**src/rtl/booth_r4_mul.sv**
```systemverilog
// Sequential radix-4 Booth multiplier: one recoded digit per clock, full 2W-bit
// product plus a selectable W-bit half, start/busy/done handshake.
module booth_r4_mul #(
    parameter int W = 32
) (
    input  logic           clk,
    input  logic           rst,
    input  logic           start,
    input  logic [W-1:0]   a,
    input  logic [W-1:0]   b,
    input  logic [1:0]     mode,
    input  logic           hi_sel,
    output logic           busy,
    output logic           done,
    output logic [2*W-1:0] product,
    output logic [W-1:0]   result
);

    localparam int N  = W / 2 + 1;
    localparam int CW = $clog2(N + 1);
    localparam int H  = W + 4;
    localparam int AW = 2 * W + 7;

    typedef enum logic [1:0] {IDLE, CALC, DONE} state_t;

    state_t state, state_nxt;

    // acc = {upper partial sum (H), extended multiplier (W+2), Booth bit -1}
    logic [AW-1:0]   acc;
    logic [W+1:0]    a_ext;
    logic            hi_lat;
    logic [CW-1:0]   cnt;

    logic            sign_a, sign_b, last;
    logic [W+1:0]    a_in_ext, b_in_ext;
    logic [H-1:0]    a_h, addend, hi_sum;
    logic signed [AW-1:0] acc_sum, acc_step;

    assign sign_a   = (mode == 2'b01) || (mode == 2'b10);
    assign sign_b   = (mode == 2'b01);
    assign a_in_ext = {{2{sign_a & a[W-1]}}, a};
    assign b_in_ext = {{2{sign_b & b[W-1]}}, b};
    assign a_h      = {{2{a_ext[W+1]}}, a_ext};
    assign last     = (cnt == CW'(N));

    always_comb begin
        addend = '0;
        unique case (acc[2:0])
            3'b001, 3'b010: addend = a_h;
            3'b011:         addend = a_h << 1;
            3'b100:         addend = -(a_h << 1);
            3'b101, 3'b110: addend = -a_h;
            default:        addend = '0;
        endcase
    end

    assign hi_sum   = acc[AW-1:W+3] + addend;
    assign acc_sum  = {hi_sum, acc[W+2:0]};
    assign acc_step = acc_sum >>> 2;

    always_ff @(posedge clk or posedge rst) begin
        if (rst) state <= IDLE;
        else     state <= state_nxt;
    end

    always_comb begin
        state_nxt = state;
        unique case (state)
            IDLE:    if (start) state_nxt = CALC;
            CALC:    if (last)  state_nxt = DONE;
            DONE:    state_nxt = IDLE;
            default: state_nxt = IDLE;
        endcase
    end

    assign busy = (state == CALC) || (state == DONE);
    assign done = (state == DONE);

    // N digit cycles, then a terminal-count cycle that publishes the product
    always_ff @(posedge clk or posedge rst) begin
        if (rst) begin
            acc     <= '0;
            a_ext   <= '0;
            hi_lat  <= 1'b0;
            cnt     <= '0;
            product <= '0;
            result  <= '0;
        end else begin
            unique case (state)
                IDLE: begin
                    if (start) begin
                        a_ext  <= a_in_ext;
                        acc    <= {{H{1'b0}}, b_in_ext, 1'b0};
                        hi_lat <= hi_sel;
                        cnt    <= '0;
                    end
                end
                CALC: begin
                    if (!last) begin
                        acc <= acc_step;
                        cnt <= cnt + 1'b1;
                    end else begin
                        product <= acc[2*W:1];
                        result  <= hi_lat ? acc[2*W:W+1] : acc[W:1];
                    end
                end
                default: ;
            endcase
        end
    end

endmodule

```
**config.mk**
```make
export PLATFORM = sky130hd
export DESIGN_NAME = booth_r4_mul
export DESIGN_NICKNAME = d
export VERILOG_FILES = /design/src/rtl/booth_r4_mul.sv
export SDC_FILE = /design/constraint.sdc
export NUM_CORES = 1
export LEC_CHECK = 0
export ABC_AREA = 1
export CELL_PAD_IN_SITES_DETAIL_PLACEMENT = 1
export CELL_PAD_IN_SITES_GLOBAL_PLACEMENT = 1
export CORE_ASPECT_RATIO = 0.6
export CORE_UTILIZATION = 41
export DETAILED_ROUTE_END_ITERATION = 16
export PLACE_DENSITY_LB_ADDON = 0.2
export SLEW_MARGIN = 10
export SYNTH_ARGS = -nofsm -noshare
export SYNTH_HDL_FRONTEND = slang
export SYNTH_SLANG_ARGS = --single-unit
```
**constraint.sdc**
```tcl
create_clock -name clk -period 9.8 [get_ports clk]
set_input_delay 1.96 -clock clk [delete_from_list [all_inputs] [get_ports clk]]
set_output_delay 1.96 -clock clk [all_outputs]
set_load 0.03 [all_outputs]
```
Word-level counts from Yosys, hierarchy flattened
Cells that the tools add are included.
Widths: inputs -> output; s select.
- bits in registers: 208
- bits in latches: 0
- bits in writable memories: 0
- ROM bits: 0
- output and inout bits: 98
- memories: 0
- $add $sub $neg: 4
- multipliers: 0
- divide/modulo/power cells: 0
- order comparisons: 0
- equality and inequality tests: 14
- shift operators: 0
- muxes and demuxes: 11
- bitwise gates (word level): 2
- reductions and logical operators: 10
- operators by type and width (cell ; count):
    $pmux 36 s4 ; 1
    $mux 71 ; 2
    $pmux 71 s2 ; 1
    $neg 36->36 ; 2
    $add 36x36->36 ; 1
    $mux 32 ; 1
    $mux 5 ; 2
    $pmux 5 s2 ; 1
    $eq 3x3->1 const B ; 3
    $eq 3x2->1 const B ; 2
    $ne 2x2->1 const B ; 3
    $reduce_and 2->1 ; 3
    $add 5x1->5 const B ; 1
    $eq 5x5->1 const B ; 1
    $eq 2x1->1 const B ; 2
    $eq 2x2->1 const B ; 2
    $mux 2 ; 2
    $pmux 2 s2 ; 1
    $reduce_or 2->1 ; 2
    $eq 3x1->1 const B ; 1
    $reduce_and 3->1 ; 1
    $and 1x1->1 ; 2
    $logic_not 2->1 ; 1
    $logic_or 1x1->1 ; 2
    $reduce_bool 2->1 ; 1

Logic depth before layout (Yosys ltp)
Gate-level depths: netlist of run 1.
- depth after elaboration: 6
- depth in mapped cells: 25
- mapped depth without buffers: 25

Least setup slack after synthesis of run 1
No wires, ideal clock.
- path type: flip-flop to flip-flop
- start: register a_ext[1]
- end: register acc[62]
- setup time: 131 ps
- arrival: 2829 ps
- path slack: 6840 ps
- stages on the path, launching flop included: 24
- buffers on the path: 0
- period minus slack after synthesis: 2960 ps
- cells stage by stage: dfrtp_1 inv_1 ha_1 nand2_1 nor2_2 nand2_2 nor2_4 nand2_2 xor2_1 nand2_1 o21ai_1 a21oi_1 o21ai_1 ha_1 a21oi_1 nor2_1 nor2_1 nor2_1 nor2_1 nor2_1 nor2_1 nand3_1 nand2_1 o22ai_1
- cells in the longest elaborated chain, start to end: 5
- elaborated cells between the ends (all ways): 6
- RTL lines (item ; RTL line ; RTL):
    from (decl) ; 30 ; logic [W+1:0] a_ext;
    from (signal assigned) ; 92 ; a_ext <= a_in_ext;
    $neg 36->36, on equally long branches ; 52, 51 ;
    $pmux 36 s4 (*) ; 48 ; unique case (acc[2:0])
    $add 36x36->36 (*) ; 57 ; assign hi_sum = acc[AW-1:W+3] + addend;
    $mux 71 (*) ; 99 ; if (!last) begin
    $pmux 71 s2 (*) ; 89 ; unique case (state)
    to (signal assigned) ; 93 ; acc <= {{H{1'b0}}, b_in_ext, 1'b0};
    to (signal assigned) ; 100 ; acc <= acc_step;
    to (decl) ; 29 ; logic [AW-1:0] acc;
Every way passes the cells marked *; elsewhere a longest branch is shown, timed or not. The select of a mux whose other input is x is not followed.
A chain may end at the register's enable or synchronous reset.

Worst setup path after layout of run 1
- start: input port start
- end: register cnt[4]
- cells in the longest elaborated chain, start to end: 2
- RTL lines (item ; RTL line ; RTL):
    from (decl) ; 8 ; input logic start,
    $ne 2x2->1 (no line) ; - ;
    $reduce_and 3->1 (no line) ; - ;
    to (signal assigned) ; 101 ; cnt <= cnt + 1'b1;
    to (decl) ; 32 ; logic [CW-1:0] cnt;
Every way passes these cells.

==> results.sh, run 1 <==
export IMPL_status="completed"
export IMPL_drtPass1Iterations=5
export IMPL_setup_viol=0
export IMPL_avgSynthCellArea_um2=7.283
export IMPL_drive_gt1_frac=0.05447
export IMPL_multi_input_area_um2=6107
export IMPL_start_util=0.4220
export IMPL_power_leakage_nw=7.000
export IMPL_clockBufferDepth=3
export IMPL_ys_seq_elements=206
export IMPL_cts_tree="yes"
export IMPL_fp_dieH_um=136.1
export IMPL_startpoint_type="primary input"
export IMPL_path_cells="clkdlybuf4s50_1, nor2_1, a21oi_1, nand2_1, inv_2, buf_4, nand3_1, inv_1, a21oi_1, nor3_1"
export IMPL_drc=0
export IMPL_postCtsHoldBufs=0
export IMPL_antenna_found_initial=0
export IMPL_htree_levels=1
export IMPL_area_growth_synth_to_final_pct=22.40
export IMPL_coreArea_um2=29130
export IMPL_clkLatencyLatePin_ns=0.53
export IMPL_max_slew_margin=0.2836
export IMPL_required_ns=10.24
export IMPL_syn_area_um2=12290
export IMPL_numCtsBuffers=22
export IMPL_vdd_drop_max_mv=0.1514
export IMPL_drv_slew=0
export IMPL_power_w=0.005861
export IMPL_wirelength_mm=45.16
export IMPL_first_iter_violations=952
export IMPL_avgViaCountPerCell=5.497
export IMPL_path_common_cell="a21oi_1"
export IMPL_crit_reg2reg_capture="acc[62]"
export IMPL_fmax_mhz=220.5
export IMPL_p_per_area_nw_per_um2=389.5
export IMPL_stdcell_count=2236
export IMPL_antenna_diode_count=0
export IMPL_port_buffers=167
export IMPL_power_frac_seq=0.240
export IMPL_setup_worst_path_class="in -> reg"
export IMPL_seq_area_um2=5156
export IMPL_fin_crit_sh=0.4628
export IMPL_intPower_w=0.002792
export IMPL_syn_nets=1802
export IMPL_swShare=0.5237
export IMPL_clock_power_share=0.154
export IMPL_grt_pass1_wl_mm=70.21
export IMPL_grt_setup_unrepaired="false"
export IMPL_io_pins=168
export IMPL_post_drt_wl_per_cell_um=20.20
export IMPL_root_buffer="clkbuf_16"
export IMPL_hold_viol=0
export IMPL_ys_types=40
export IMPL_path_clk_slew_ns=0.07
export IMPL_cts_setup_buffers=0
export IMPL_std_cell_rows=48
export IMPL_worst_path_buf_inv=4
export IMPL_slowest_stage="inv_2"
export IMPL_ff2ff_path_depth=17
export IMPL_cp_arrival_ns=4.97
export IMPL_via_count=12290
export IMPL_tightest_slew_ns=1.075
export IMPL_r2r_start="acc[1]"
export IMPL_layout_nets=1937
export IMPL_globalRouteTotalUtil=0.2974
export IMPL_finalCriticalPeriod_ns=4.535
export IMPL_synth_seq_area_share=0.4193
export IMPL_cts_resized=0
export IMPL_yosysWarnings=0
export IMPL_first_global_vias=12010
export IMPL_synthTopCellsByArea="dfrtp_1 (42%), nand2_1 (15%), o21ai_0 (9.4%)"
export IMPL_reg2reg_slack_ns=5.30
export IMPL_clock_sinks=206
export IMPL_final_cell_mix="nand2_1 (480), o21ai_0 (232), dfrtp_1 (205), inv_1 (180), clkdlybuf4s50_1 (167)"
export IMPL_hold_start="product[60]"
export IMPL_die_w_um=225.5
export IMPL_yosysTopAreaCellShare=0.4193
export IMPL_p_sw_w=0.003069
export IMPL_num_fill_cells=3651
export IMPL_hold_class="reg -> reg"
export IMPL_dp_cells=2199
export IMPL_finalSetupTns_ns=0
export IMPL_hpwl_mm=33.87
export IMPL_yosysTopAreaCell="dfrtp_1"
export IMPL_cp_max_fo=49
export IMPL_combPwrFrac=0.606
export IMPL_finClkSkew_ns=0.008523
export IMPL_syn_inst=1688
export IMPL_grt_overflow=0
export IMPL_mostFrequentLayoutCell="nand2_1"
export IMPL_min_to="product[60]"
export IMPL_slowest_delay_ns=0.77
export IMPL_die_area_um2=30700
export IMPL_critical_path_top_delay_family="buffers and inverters"
export IMPL_drv_cap=0
export IMPL_hold_depth=2
export IMPL_grt_max_degree=127
export IMPL_gp_congestion=0.9731
export IMPL_end_kind="flop"
export IMPL_postRouteAntennaNets=0
## cell usage after synthesis (all sizes together)
| library cell | number |
|---|---|
| xnor2 | 2 |
| fa | 1 |
| o22ai | 23 |
| or2 | 2 |
| nand2 | 486 |
| nand3 | 87 |
| nand4 | 15 |
| o21ai | 253 |
| a221o | 2 |
| dfrtp | 206 |
| o221ai | 2 |
| xor2 | 17 |
| o21bai | 9 |
| nor2 | 118 |
| o2111ai | 18 |
| a22oi | 3 |
| nor3 | 16 |
| clkbuf | 48 |
| buf | 18 |
| nand3b | 3 |
| a21boi | 2 |
| a221oi | 1 |
| a21o | 4 |
| a21oi | 65 |
| ha | 43 |
| inv | 207 |
| nor3b | 2 |
| o211ai | 35 |
## registers in the layout (all words and copies together), names as in the netlist
name and flops:
a_ext 33, acc 69, cnt 5, hi_lat 1, product 64, result 32, state 2
## how the worst max path moves through the flow
stage / from / to / slack, ns / cells after the start
finish: start / cnt[4] / 5.26 / 10
global route: start / cnt[4] / 4.98 / 10
CTS: start / cnt[4] / 5.30 / 9
detailed placement: start / cnt[4] / 4.78 / 9
global placement: start / cnt[4] / 4.86 / 9
floorplan: rst / a_ext[0] / 2.22 / 1
## per-stage QoR
step,setup slack [ns],area (um2),util,hold slack (ns)
floorplan,2.216,12290,-,0.4555
global placement,4.862,14300,0.4909,0.4548
detailed placement,4.780,14300,0.4909,0.4687
CTS,5.302,15050,0.5166,0.4847
global route,4.983,15050,0.5166,0.5041
finish,5.265,15050,0.5166,0.4767
## worst register-to-register path, delay by kind of cell, from the launching register on
kind | cells | cell delay [ns]
fa+ha+maj | 1 | 0.36
buf+inv | 2 | 0.48
compound gates | 8 | 1.88
flops | 1 | 0.39
simple gates | 6 | 1.24
## routing by layer
metal	vias to the layer above	routed length, um	GRT usage
met4	0	872	0.06009
li1	5832	-	-
met5	-	0	0
met2	354	18390	0.4235
met3	51	3241	0.06462
met1	6055	22650	0.4563
## logic make-up after synthesis
kind of cell,share of synthesized area
and+or+nand+nor,0.2459
xor gates and xnor gates,0.01354
AOI/OAI and AO/OA,0.1913
adders and majority gates,0.04539
buffers and inverters,0.08448
DFF,0.4193
## cell type report
class,instances,area share
Tap cell,400,0.03326
Clock buffer,29,0.04174
Inverter,207,0.05230
Timing Repair Buffer,177,0.1161
Clock inverter,8,0.008066
Sequential cell,206,0.3427
Multi-Input combinational cell,1209,0.4059
## power groups by stage
stage          sequential (W)  combinational, W  clock [W]
3_3_place_gp          0.00140           0.00334          0
6_report              0.00141           0.00355   0.000902
3_5_place_dp          0.00141           0.00346          0
5_1_grt               0.00144           0.00390   0.000940
2_1_floorplan         0.00155           0.00213          0
4_1_cts               0.00140           0.00350   0.000913
No activity file was read; power rests on OpenSTA's default activity.
==> run 2: changes to the inputs <==
- clock period: 9.8 -> 4.6 ns (I/O delays scaled with it)
==> results.sh, run 2 (synthesis gave the netlist of run 1 again) <==
export IMPL_hold_depth=2
export IMPL_std_cell_rows=48
export IMPL_hold_viol=0
export IMPL_swShare=0.5226
export IMPL_hold_class="reg -> reg"
export IMPL_clock_sinks=206
export IMPL_io_pins=168
export IMPL_cp_arrival_ns=4.64
export IMPL_path_clk_slew_ns=0.06
export IMPL_p_sw_w=0.006575
export IMPL_power_frac_seq=0.242
export IMPL_cts_tree="yes"
export IMPL_antenna_diode_count=0
export IMPL_ff2ff_path_depth=19
export IMPL_start_util=0.4220
export IMPL_largest_register_ffs=69
export IMPL_fmax_mhz=238.2
export IMPL_cp_max_fo=29
export IMPL_largest_register="acc"
export IMPL_max_slew_margin=0.2696
export IMPL_num_fill_cells=3647
export IMPL_setup_worst_path_class="reg -> reg"
export IMPL_slowest_delay_ns=0.47
export IMPL_gp_congestion=0.9905
export IMPL_globalRouteTotalUtil=0.3088
export IMPL_htree_levels=1
export IMPL_avgViaCountPerCell=5.531
export IMPL_finClkSkew_ns=0.01276
export IMPL_grt_max_degree=124
export IMPL_die_w_um=225.5
export IMPL_final_cell_mix="nand2_1 (480), o21ai_0 (232), dfrtp_1 (205), inv_1 (180), clkdlybuf4s50_1 (167)"
export IMPL_clock_power_share=0.154
export IMPL_drive_gt1_frac=0.05908
export IMPL_path_common_cell="nand2_1"
export IMPL_startpoint_type="flop"
export IMPL_die_area_um2=30700
export IMPL_via_count=12420
export IMPL_drtPass1Iterations=5
export IMPL_post_drt_wl_per_cell_um=20.62
export IMPL_required_ns=5.04
export IMPL_grt_setup_unrepaired="false"
export IMPL_drv_slew=0
export IMPL_clkLatencyLatePin_ns=0.53
export IMPL_finalCriticalPeriod_ns=4.198
export IMPL_wirelength_mm=46.29
export IMPL_root_buffer="clkbuf_16"
export IMPL_antenna_found_initial=0
export IMPL_fp_dieH_um=136.1
export IMPL_post_route_util=0.5198
export IMPL_layout_nets=1943
export IMPL_layout_setup_ws_ns=0.4017
export IMPL_fin_crit_sh=0.9127
export IMPL_first_global_vias=12540
export IMPL_grt_overflow=0
export IMPL_reg2reg_slack_ns=0.40
export IMPL_drv_cap=0
export IMPL_coreArea_um2=29130
export IMPL_setup_viol=0
export IMPL_area_growth_synth_to_final_pct=23.16
export IMPL_cts_setup_buffers=0
export IMPL_power_leakage_nw=7.044
export IMPL_finalSetupTns_ns=0
export IMPL_hpwl_mm=34.79
export IMPL_drc=0
export IMPL_slowest_stage="a21oi_1"
export IMPL_clockBufferDepth=3
export IMPL_port_buffers=167
export IMPL_p_per_area_nw_per_um2=831.0
export IMPL_first_iter_violations=1024
export IMPL_postRouteAntennaNets=0
export IMPL_power_w=0.01258
export IMPL_mostFrequentLayoutCell="nand2_1"
export IMPL_top_regs="acc (69), product (64), a_ext (33)"
export IMPL_combPwrFrac=0.604
export IMPL_status="completed"
export IMPL_grt_pass1_wl_mm=72.52
export IMPL_tightest_slew_ns=1.096
export IMPL_numCtsBuffers=22
export IMPL_vdd_drop_max_mv=0.3382
export IMPL_path_cells="inv_2, nand2_1, nand2_1, nor2_1, buf_4, inv_2, o22ai_1, a21oi_1, o21ai_0, ha_1, a21oi_1, o21bai_1, a21oi_1, o21ai_1, nand2_1, nand2_1, nand2_1, nand2_1, o22ai_1"
export IMPL_intPower_w=0.006007
export IMPL_place_ws_ns=0.5132
export IMPL_end_kind="flop"
## run 2: cell count changes in the layout (fill, tap and decap cells not counted), sizes merged
cell	before	now
clkbuf	29	30
clkinv	4	5
buf	10	16
clkinvlp	1	3
inv	207	206
## run 2: final timing paths
check / startpoint / end
setup / recovery: acc[1] / acc[50]
hold / removal: product[60] / product[60]
setup reg to reg: acc[1] / acc[50]
hold reg to reg: product[60] / product[60]
max in group asynchronous: rst / acc[41]
min in group asynchronous: rst / product[22]
## run 2: routing by layer
metal / GRT usage / share of wire
met1: 0.4524 / 0.48
met2: 0.4549 / 0.42
met3: 0.08364 / 0.086
met4: 0.05933 / 0.018
met5: 0 / 0
## run 2: power groups by stage
stage / registers, W / clock network (W) / logic (W)
after floorplan: 0.00331 / 0 / 0.00454
after global placement: 0.00302 / 0 / 0.00718
after detailed placement: 0.00305 / 0 / 0.00742
after CTS: 0.00304 / 0.00198 / 0.00749
after global routing: 0.00311 / 0.00204 / 0.00837
final: 0.00305 / 0.00194 / 0.00760
## run 2: worst max-delay path, delay by kind of cell (launching register included)
kind	cells	cell delay [ns]
buffers and inverters	3	0.70
adder cells (fa/ha/maj)	1	0.37
AND/OR/NAND/NOR	7	0.71
flip-flops	1	0.41
AO/OA/AOI/OAI	8	1.91
## run 2: final cells by class
class                      instances  area (um2)  share of cell area
clock buffer                      30       641.9             0.04240
clock inverter                    10       133.9            0.008843
inverter                         207       783.3             0.05174
multi-input combinational       1209        6107              0.4034
sequential                       206        5156              0.3406
tap                              400       500.5             0.03306
timing repair buffer             183        1817              0.1200
## run 2: timing repair
| item | CTS | global route |
|---|---|---|
| resized for setup | 0 | 1 |
| setup endpoints to repair | 0 | 3 |
| hold buffers | 0 | 0 |
## run 2: per-stage QoR
step                hold slack (ns)  cell area (um2)  instances
finish                       0.4699            15140       2245
detailed placement           0.4591            14360       2205
global route                 0.4942            15140       2245
global placement             0.4544            14360       2205
floorplan                    0.4555            12300       1688
CTS                          0.4734            15140       2245
